==> config.mk <==
export PLATFORM = sky130hd
export DESIGN_NAME = n_accumulator
export DESIGN_NICKNAME = d
export VERILOG_FILES = /design/src/rtl/n_accumulator.sv
export SDC_FILE = /design/constraint.sdc
export NUM_CORES = 1
export LEC_CHECK = 0
export ABC_AREA = 1
export ABC_CLOCK_PERIOD_IN_PS = 5200
export CAP_MARGIN = 20
export CORE_MARGIN = 2
export CORE_UTILIZATION = 59
export DETAILED_ROUTE_END_ITERATION = 10
export GPL_TIMING_DRIVEN = 0
export PLACE_DENSITY = 0.95
export SLEW_MARGIN = 5
export SYNTH_ARGS = -nofsm -noshare
export SYNTH_HDL_FRONTEND = slang
export SYNTH_SLANG_ARGS = --single-unit
==> constraint.sdc <==
create_clock -name clk -period 5.2 [get_ports clk]
set_input_delay 1.3 -clock clk [delete_from_list [all_inputs] [get_ports clk]]
set_output_delay 1.3 -clock clk [all_outputs]
set_load 0.01 [all_outputs]
==> src/rtl/n_accumulator.sv <==
// n_accumulator: sums blocks of LEN signed samples; saturating mode under N_ACCUMULATOR_SAT_EN
module n_accumulator #(
  parameter int N = 8,
  parameter int ACC_W = 16,
  parameter int LEN = 4
) (
  input  logic                       clk,
  input  logic                       rst,
  input  logic                       clr,
  input  logic                       in_valid,
  output logic                       in_ready,
  input  logic [N-1:0]               in_data,
  output logic                       out_valid,
  input  logic                       out_ready,
  output logic [ACC_W-1:0]           out_data,
  output logic                       out_ovf,
  output logic [$clog2(LEN+1)-1:0]   count
);
  localparam int CW = $clog2(LEN+1);
  typedef enum logic {ACCUM, HOLD} state_t;
  state_t state, state_next;
  logic [ACC_W-1:0] acc, ext, sum, acc_next;
  logic ovf, ovf_now, take, last, drain;
  assign in_ready = state == ACCUM;
  assign out_valid = state == HOLD;
  assign take = in_valid && in_ready;
  assign drain = out_valid && out_ready;
  assign last = count == CW'(LEN-1);
  assign ext = ACC_W'($signed(in_data));
  assign sum = acc + ext;
  assign ovf_now = acc[ACC_W-1] == ext[ACC_W-1] && sum[ACC_W-1] != acc[ACC_W-1];
`ifdef N_ACCUMULATOR_SAT_EN
  assign acc_next = !ovf_now ? sum :
                    acc[ACC_W-1] ? {1'b1, {(ACC_W-1){1'b0}}} : {1'b0, {(ACC_W-1){1'b1}}};
`else
  assign acc_next = sum;
`endif
  always_comb begin
    state_next = state;
    if (clr) state_next = ACCUM;
    else if (take && last) state_next = HOLD;
    else if (drain) state_next = ACCUM;
  end
  always_ff @(posedge clk) begin
    if (rst) state <= ACCUM;
    else state <= state_next;
  end
  always_ff @(posedge clk) begin
    if (rst) begin
      acc <= '0;
      count <= '0;
      ovf <= 1'b0;
      out_data <= '0;
      out_ovf <= 1'b0;
    end else if (clr || drain) begin
      acc <= '0;
      count <= '0;
      ovf <= 1'b0;
    end else if (take) begin
      acc <= acc_next;
      count <= count + CW'(1);
      ovf <= ovf | ovf_now;
      if (last) begin
        out_data <= acc_next;
        out_ovf <= ovf | ovf_now;
      end
    end
  end
endmodule

Yosys cells after proc, flatten, opt, wreduce, memory -nomap -nowiden
Index checks and enable logic that the tools add are counted.
{"block": "totals", "regBits": 38, "inputBits": 13, "output_inout_bits": 22}
{"block": "classes", "n_addsub": 2, "eq_ne": 3, "muxes": 2, "bitwise": 3, "n_reduce_logical": 9}
{"op": "16-bit adder", "count": 1}
{"op": "1-bit logical AND", "count": 4}
{"op": "2-bit OR reduction", "count": 2}
{"op": "3-bit by 1-bit adder with 3-bit output (second input constant)", "count": 1}
{"op": "3-bit by 2-bit equality test with 1-bit output (second input constant)", "count": 1}
{"op": "3-bit AND reduction", "count": 1}
{"op": "1-bit 2-to-1 mux", "count": 2}
{"op": "1-bit inverter", "count": 2}
{"op": "2-bit nonzero test", "count": 1}
{"op": "1-bit equality test", "count": 1}
{"op": "1-bit logical OR", "count": 1}
{"op": "1-bit inequality test", "count": 1}
{"op": "1-bit OR", "count": 1}

Longest topological paths before layout
{"block": "depth", "ltp_word": 4, "mapped_depth": 12, "mapped_depth_nobuf": 12}

Worst setup path after synthesis
No wires, ideal clock.
{"block": "synth_timing", "kind": "input-to-reg", "start": "input in_data[0]", "end": "register out_data[14]", "setup_ps": 109, "arrival_time_ps": 2546, "t_required_ps": 5091, "slack_ps": 2545, "cell_stages": 12, "n_path_buf": 0, "path_cell_list": "ha_1 > fa_1 > nand2_1 > nand2_1 > nand3b_1 > nand2_1 > nand3_1 > nand2_1 > nand2_1 > nand3_1 > nand2_1 > inv_1"}
{"block": "synth_via", "elab_chain_cells": 1}
{"item": "start: declaration", "line_no": "12", "rtl": "input logic [N-1:0] in_data,"}
{"item": "16-bit adder", "line_no": "30", "rtl": "assign sum = acc + ext;"}
{"item": "end signal: assignment", "line_no": "64", "rtl": "out_data <= acc_next;"}
{"item": "end: declaration", "line_no": "15", "rtl": "output logic [ACC_W-1:0] out_data,"}
No other way between the ends.
A chain may end at the register's enable or synchronous reset.

Final worst setup path
{"block": "layout_timing", "start": "input in_data[7]", "end": "register out_ovf"}
{"block": "layout_via", "elab_chain_cells": 4, "word_cells_on_any_way": 5}
{"item": "16-bit adder", "line_no": "30"}
{"item": "1-bit inequality test", "line_no": "31", "rtl": "assign ovf_now = acc[ACC_W-1] == ext[ACC_W-1] && sum[ACC_W-1] != acc[ACC_W-1];"}
{"item": "1-bit logical AND *", "line_no": "31"}
{"item": "1-bit OR *", "line_no": "65", "rtl": "out_ovf <= ovf | ovf_now;"}
{"item": "end signal: assignment", "line_no": "65"}
{"item": "end: declaration", "line_no": "16", "rtl": "output logic out_ovf,"}
Mark *: on every way between the ends. The rest lies on a longest branch, timed or not.

==> run_results.csv <==
group,metric,value,unit
pwr,power_leakage,1.57,nW
drt,route.met2.wl,3.07,mm
finish,multiInputGateArea,1390,um^2
critical_path,ff2ff_path_depth,12,
synthesis,synth_top_family_by_area,"simple AND/OR/NAND/NOR gates",
global_route,grt_pass1_wl,9.99,mm
timing,worstMarginPinSlew,0.528,ns
synthesis,synth-warning-count,0,
synthesis,yosys.area_share.adder,9.64,%
timing,max-slew-margin-rel,64.8,%
global_route,track_usage,29.3,%
clock_network,cts_root_buf,"clkbuf_8",
critical_path,worstSetupStartpointType,"input pin",
drt,ant_nets,0,
drt,wl_per_cell,13.5,um
clock_network,cts_inserted_buffers,5,
pwr,internal-power,0.551,mW
pwr,power,0.749,mW
placed_design,routabilityCongestion,0.921,
critical_path,cp.depth,12,
synthesis,synthSimpleGateAreaFrac,35.8,%
timing,fin_crit,3.15,ns
timing,finalMaxSlewViolations,0,
synthesis,synth_top_area_share,31.5,%
clock_network,cts.sinks,38,
drt,dr.first_iter.drc_count,175,
critical_path,end_kind,"flip-flop",
timing,fin_tns_setup,0,ns
pwr,max-vdd-ir-drop,0.228,mV
drt,avgViaCountPerCell,5.28,
critical_path,cp_max_fo,10,
placed_design,dp.cells,445,
drt,post-route-drc-count,0,
floorplan,coreArea,3970,um^2
clock_network,ctsResizeCount,0,
synthesis,yosysTopAreaCell,"dfxtp_1",
finish,insertedDiodeCount,0,
floorplan,die_area,4620,um^2
timing,final_hold_viol_count,0,
critical_path,cp.arrival,3.36,ns
pwr,p_sw_share,26.5,%
global_route,overflow,0,
drt,wl_met3,384,um
job,maxCapViolations,0,
floorplan,num_io_pins,35,
critical_path,cp_top_family,"simple AND/OR/NAND/NOR gates",
critical_path,cp-endpoint,"out_ovf",
hold_path,worstHoldPathType,"flip-flop to flip-flop",
global_route,grt_pass1_vias,2277,
timing,fin_crit_sh,60.6,%
synthesis,synth_edf_count,0,
critical_path,critPathKind,"input pin to flip-flop",
synthesis,synth_compound_area_share,9.59,%
timing,setup_viol,0,
synthesis,synthArstFlopShare,0,%
synthesis,synth.ff_latch_count,38,
outcome,status,"finished clean",
synthesis,synth_nets,393,
finish,regArea,761,um^2
clock_network,clk_pin_slew,0.08,ns
critical_path,startpoint,"in_data[7]",
pwr,sequentialPowerShare,40.4,%
critical_path,crit_chain,"clkdlybuf4s50_1, ha_1, nand2_2, nor2_4, and3_1, nand2_2, nand2_2, nand2_2, nand2_1, nand2_1, nand2_1, inv_1",
global_route,grt_max_degree,13,
synthesis,netlist_instances,362,
timing,rsz0062_at_grt,"false",
pwr,clkPwrFrac,42.4,%
placed_design,io_buffers,33,
pwr,powerDensity,254,nW/um^2
synthesis,yosysMostFrequentCell,"nor2_1",
critical_path,r2r_start,"acc[0]",
synthesis,synthDistinctLibCells,33,
placed_design,dp_hpwl,4.40,mm
critical_path,crit_buf_inv,2,
clock_network,holdBufCountCts,0,
synthesis,synth_xor_area_share,2.54,%
floorplan,start_util,60.8,%
drt,wl,6.10,mm
synthesis,syn_area,2410,um^2
clock_network,postCtsSetupRepairBufs,0,
drt,via_count,2394,
drt,top_layer,"met4",
finish,fin_nets,433,
floorplan,die_y,68.0,um
floorplan,die_w,68.0,um
finish,area_growth,22.2,%
pwr,power_frac_comb,17.2,%
critical_path,r2r_end,"out_data[14]",
finish,stdcell_count,453,
critical_path,crit_top_cell,"nand2_2",
finish,drive_above_1_share,9.18,%
clock_network,clk_latency,0.31,ns
finish,n_fill_cell,311,
critical_path,slowest_stage,"clkdlybuf4s50_1",
drt,met1_length,2.50,mm
global_route,antenna_found_initial,0,
drt,dr.pass1.iters,5,
floorplan,rows,23,
synthesis,yosysSeqAreaShare,31.5,%
synthesis,synthMuxAreaShare,0,%
critical_path,ff2ff_setup_slack,3.32,ns
synthesis,synthTopCellsByArea,"dfxtp_1, nor2_1, nand2_1",
synthesis,ys.flop_type,"dfxtp_1",
pwr,power_switching,0.199,mW
timing,clock_skew,0.00514,ns
clock_network,cts_tree,"built",
critical_path,critPathMaxStageDelay,0.66,ns
timing,fmax,317,MHz
clock_network,htreeDepth,2,
clock_network,ctsLongestPathBuffers,2,
critical_path,required,5.41,ns
synthesis,syn_area_per_cell,6.67,um^2
synthesis,synthTopCellsByCount,"nor2_1, nand2_1, inv_1",
==> per-stage QoR <==
| step | util, % | instance area, um^2 | setup slack [ns] | hold WS [ns] |
|---|---|---|---|---|
| after detailed placement | 70.7 | 2810 | 1.77 | 0.469 |
| final | 74.3 | 2950 | 2.05 | 0.482 |
| after global routing | 74.3 | 2950 | 1.87 | 0.500 |
| after CTS | 74.3 | 2950 | 2.08 | 0.480 |
| after floorplan | - | 2410 | 2.54 | 0.441 |
| after global placement | 70.7 | 2810 | 1.79 | 0.448 |
==> layout by cell type, fill, tap and decap left out, drive strengths merged <==
master	Yosys	final
a211oi	2	2
a21boi	1	1
a21oi	17	17
and3	1	1
buf	7	7
bufinv	0	2
clkbuf	2	8
clkdlybuf4s50	0	33
dfxtp	38	38
fa	1	1
ha	17	17
inv	55	55
nand2	81	81
nand3	34	34
nand3b	1	1
nand4	2	2
nor2	76	76
nor3	1	1
o21a	1	1
o21ai	15	15
o21bai	2	2
or2	1	1
xnor2	1	1
xor2	6	6
==> power by group through the flow <==
stage	combinational (mW)	sequential [mW]	clock, mW
6_report	0.129	0.303	0.318
5_1_grt	0.143	0.303	0.332
4_1_cts	0.127	0.303	0.319
3_5_place_dp	0.124	0.309	0
3_3_place_gp	0.120	0.309	0
2_1_floorplan	0.0904	0.308	0
==> flip-flops by register name, indices dropped and copies added, names as in the netlist <==
name       cells
out_valid      1
acc           16
out_data      16
count          3
ovf            1
out_ovf        1
==> cell type report <==
| class | count | share of cell area, % |
|---|---|---|
| multi-input cells | 260 | 47.1 |
| flip-flops and latches | 38 | 25.8 |
| repair buffers | 33 | 11.2 |
| inverters | 55 | 7.08 |
| clock buffers | 6 | 2.80 |
| well taps | 50 | 2.12 |
| clock inverters | 2 | 2.04 |
| plain buffers | 9 | 1.91 |
==> logic make-up after synthesis <==
family / Yosys count
adders and majority gates: 18
DFF: 38
buffers and inverters: 64
xor gates and xnor gates: 7
and+or+nand+nor: 197
AOI/OAI and AO/OA: 38
==> routing by layer <==
metal  vias to the layer above  track usage, %
li1                       1214               -
met1                      1088            33.8
met2                        79            50.1
met3                        13            7.07
met4                         0            15.0
met5                         -               0
==> worst min path at each step <==
stage                      start  endpoint  depth (start not counted)
after floorplan              ovf       ovf                          2
after global placement       ovf       ovf                          2
after detailed placement  acc[0]    acc[0]                          2
after CTS                 acc[0]    acc[0]                          2
after global routing         ovf       ovf                          2
final                     acc[0]    acc[0]                          2
==> worst min-delay path, cell delays in order, from the launching register on <==
cell and delay (ns):
dfxtp_1 0.32, nand2_1 0.07, a21oi_1 0.06
Note: power is estimated with default switching activity, not from simulation.
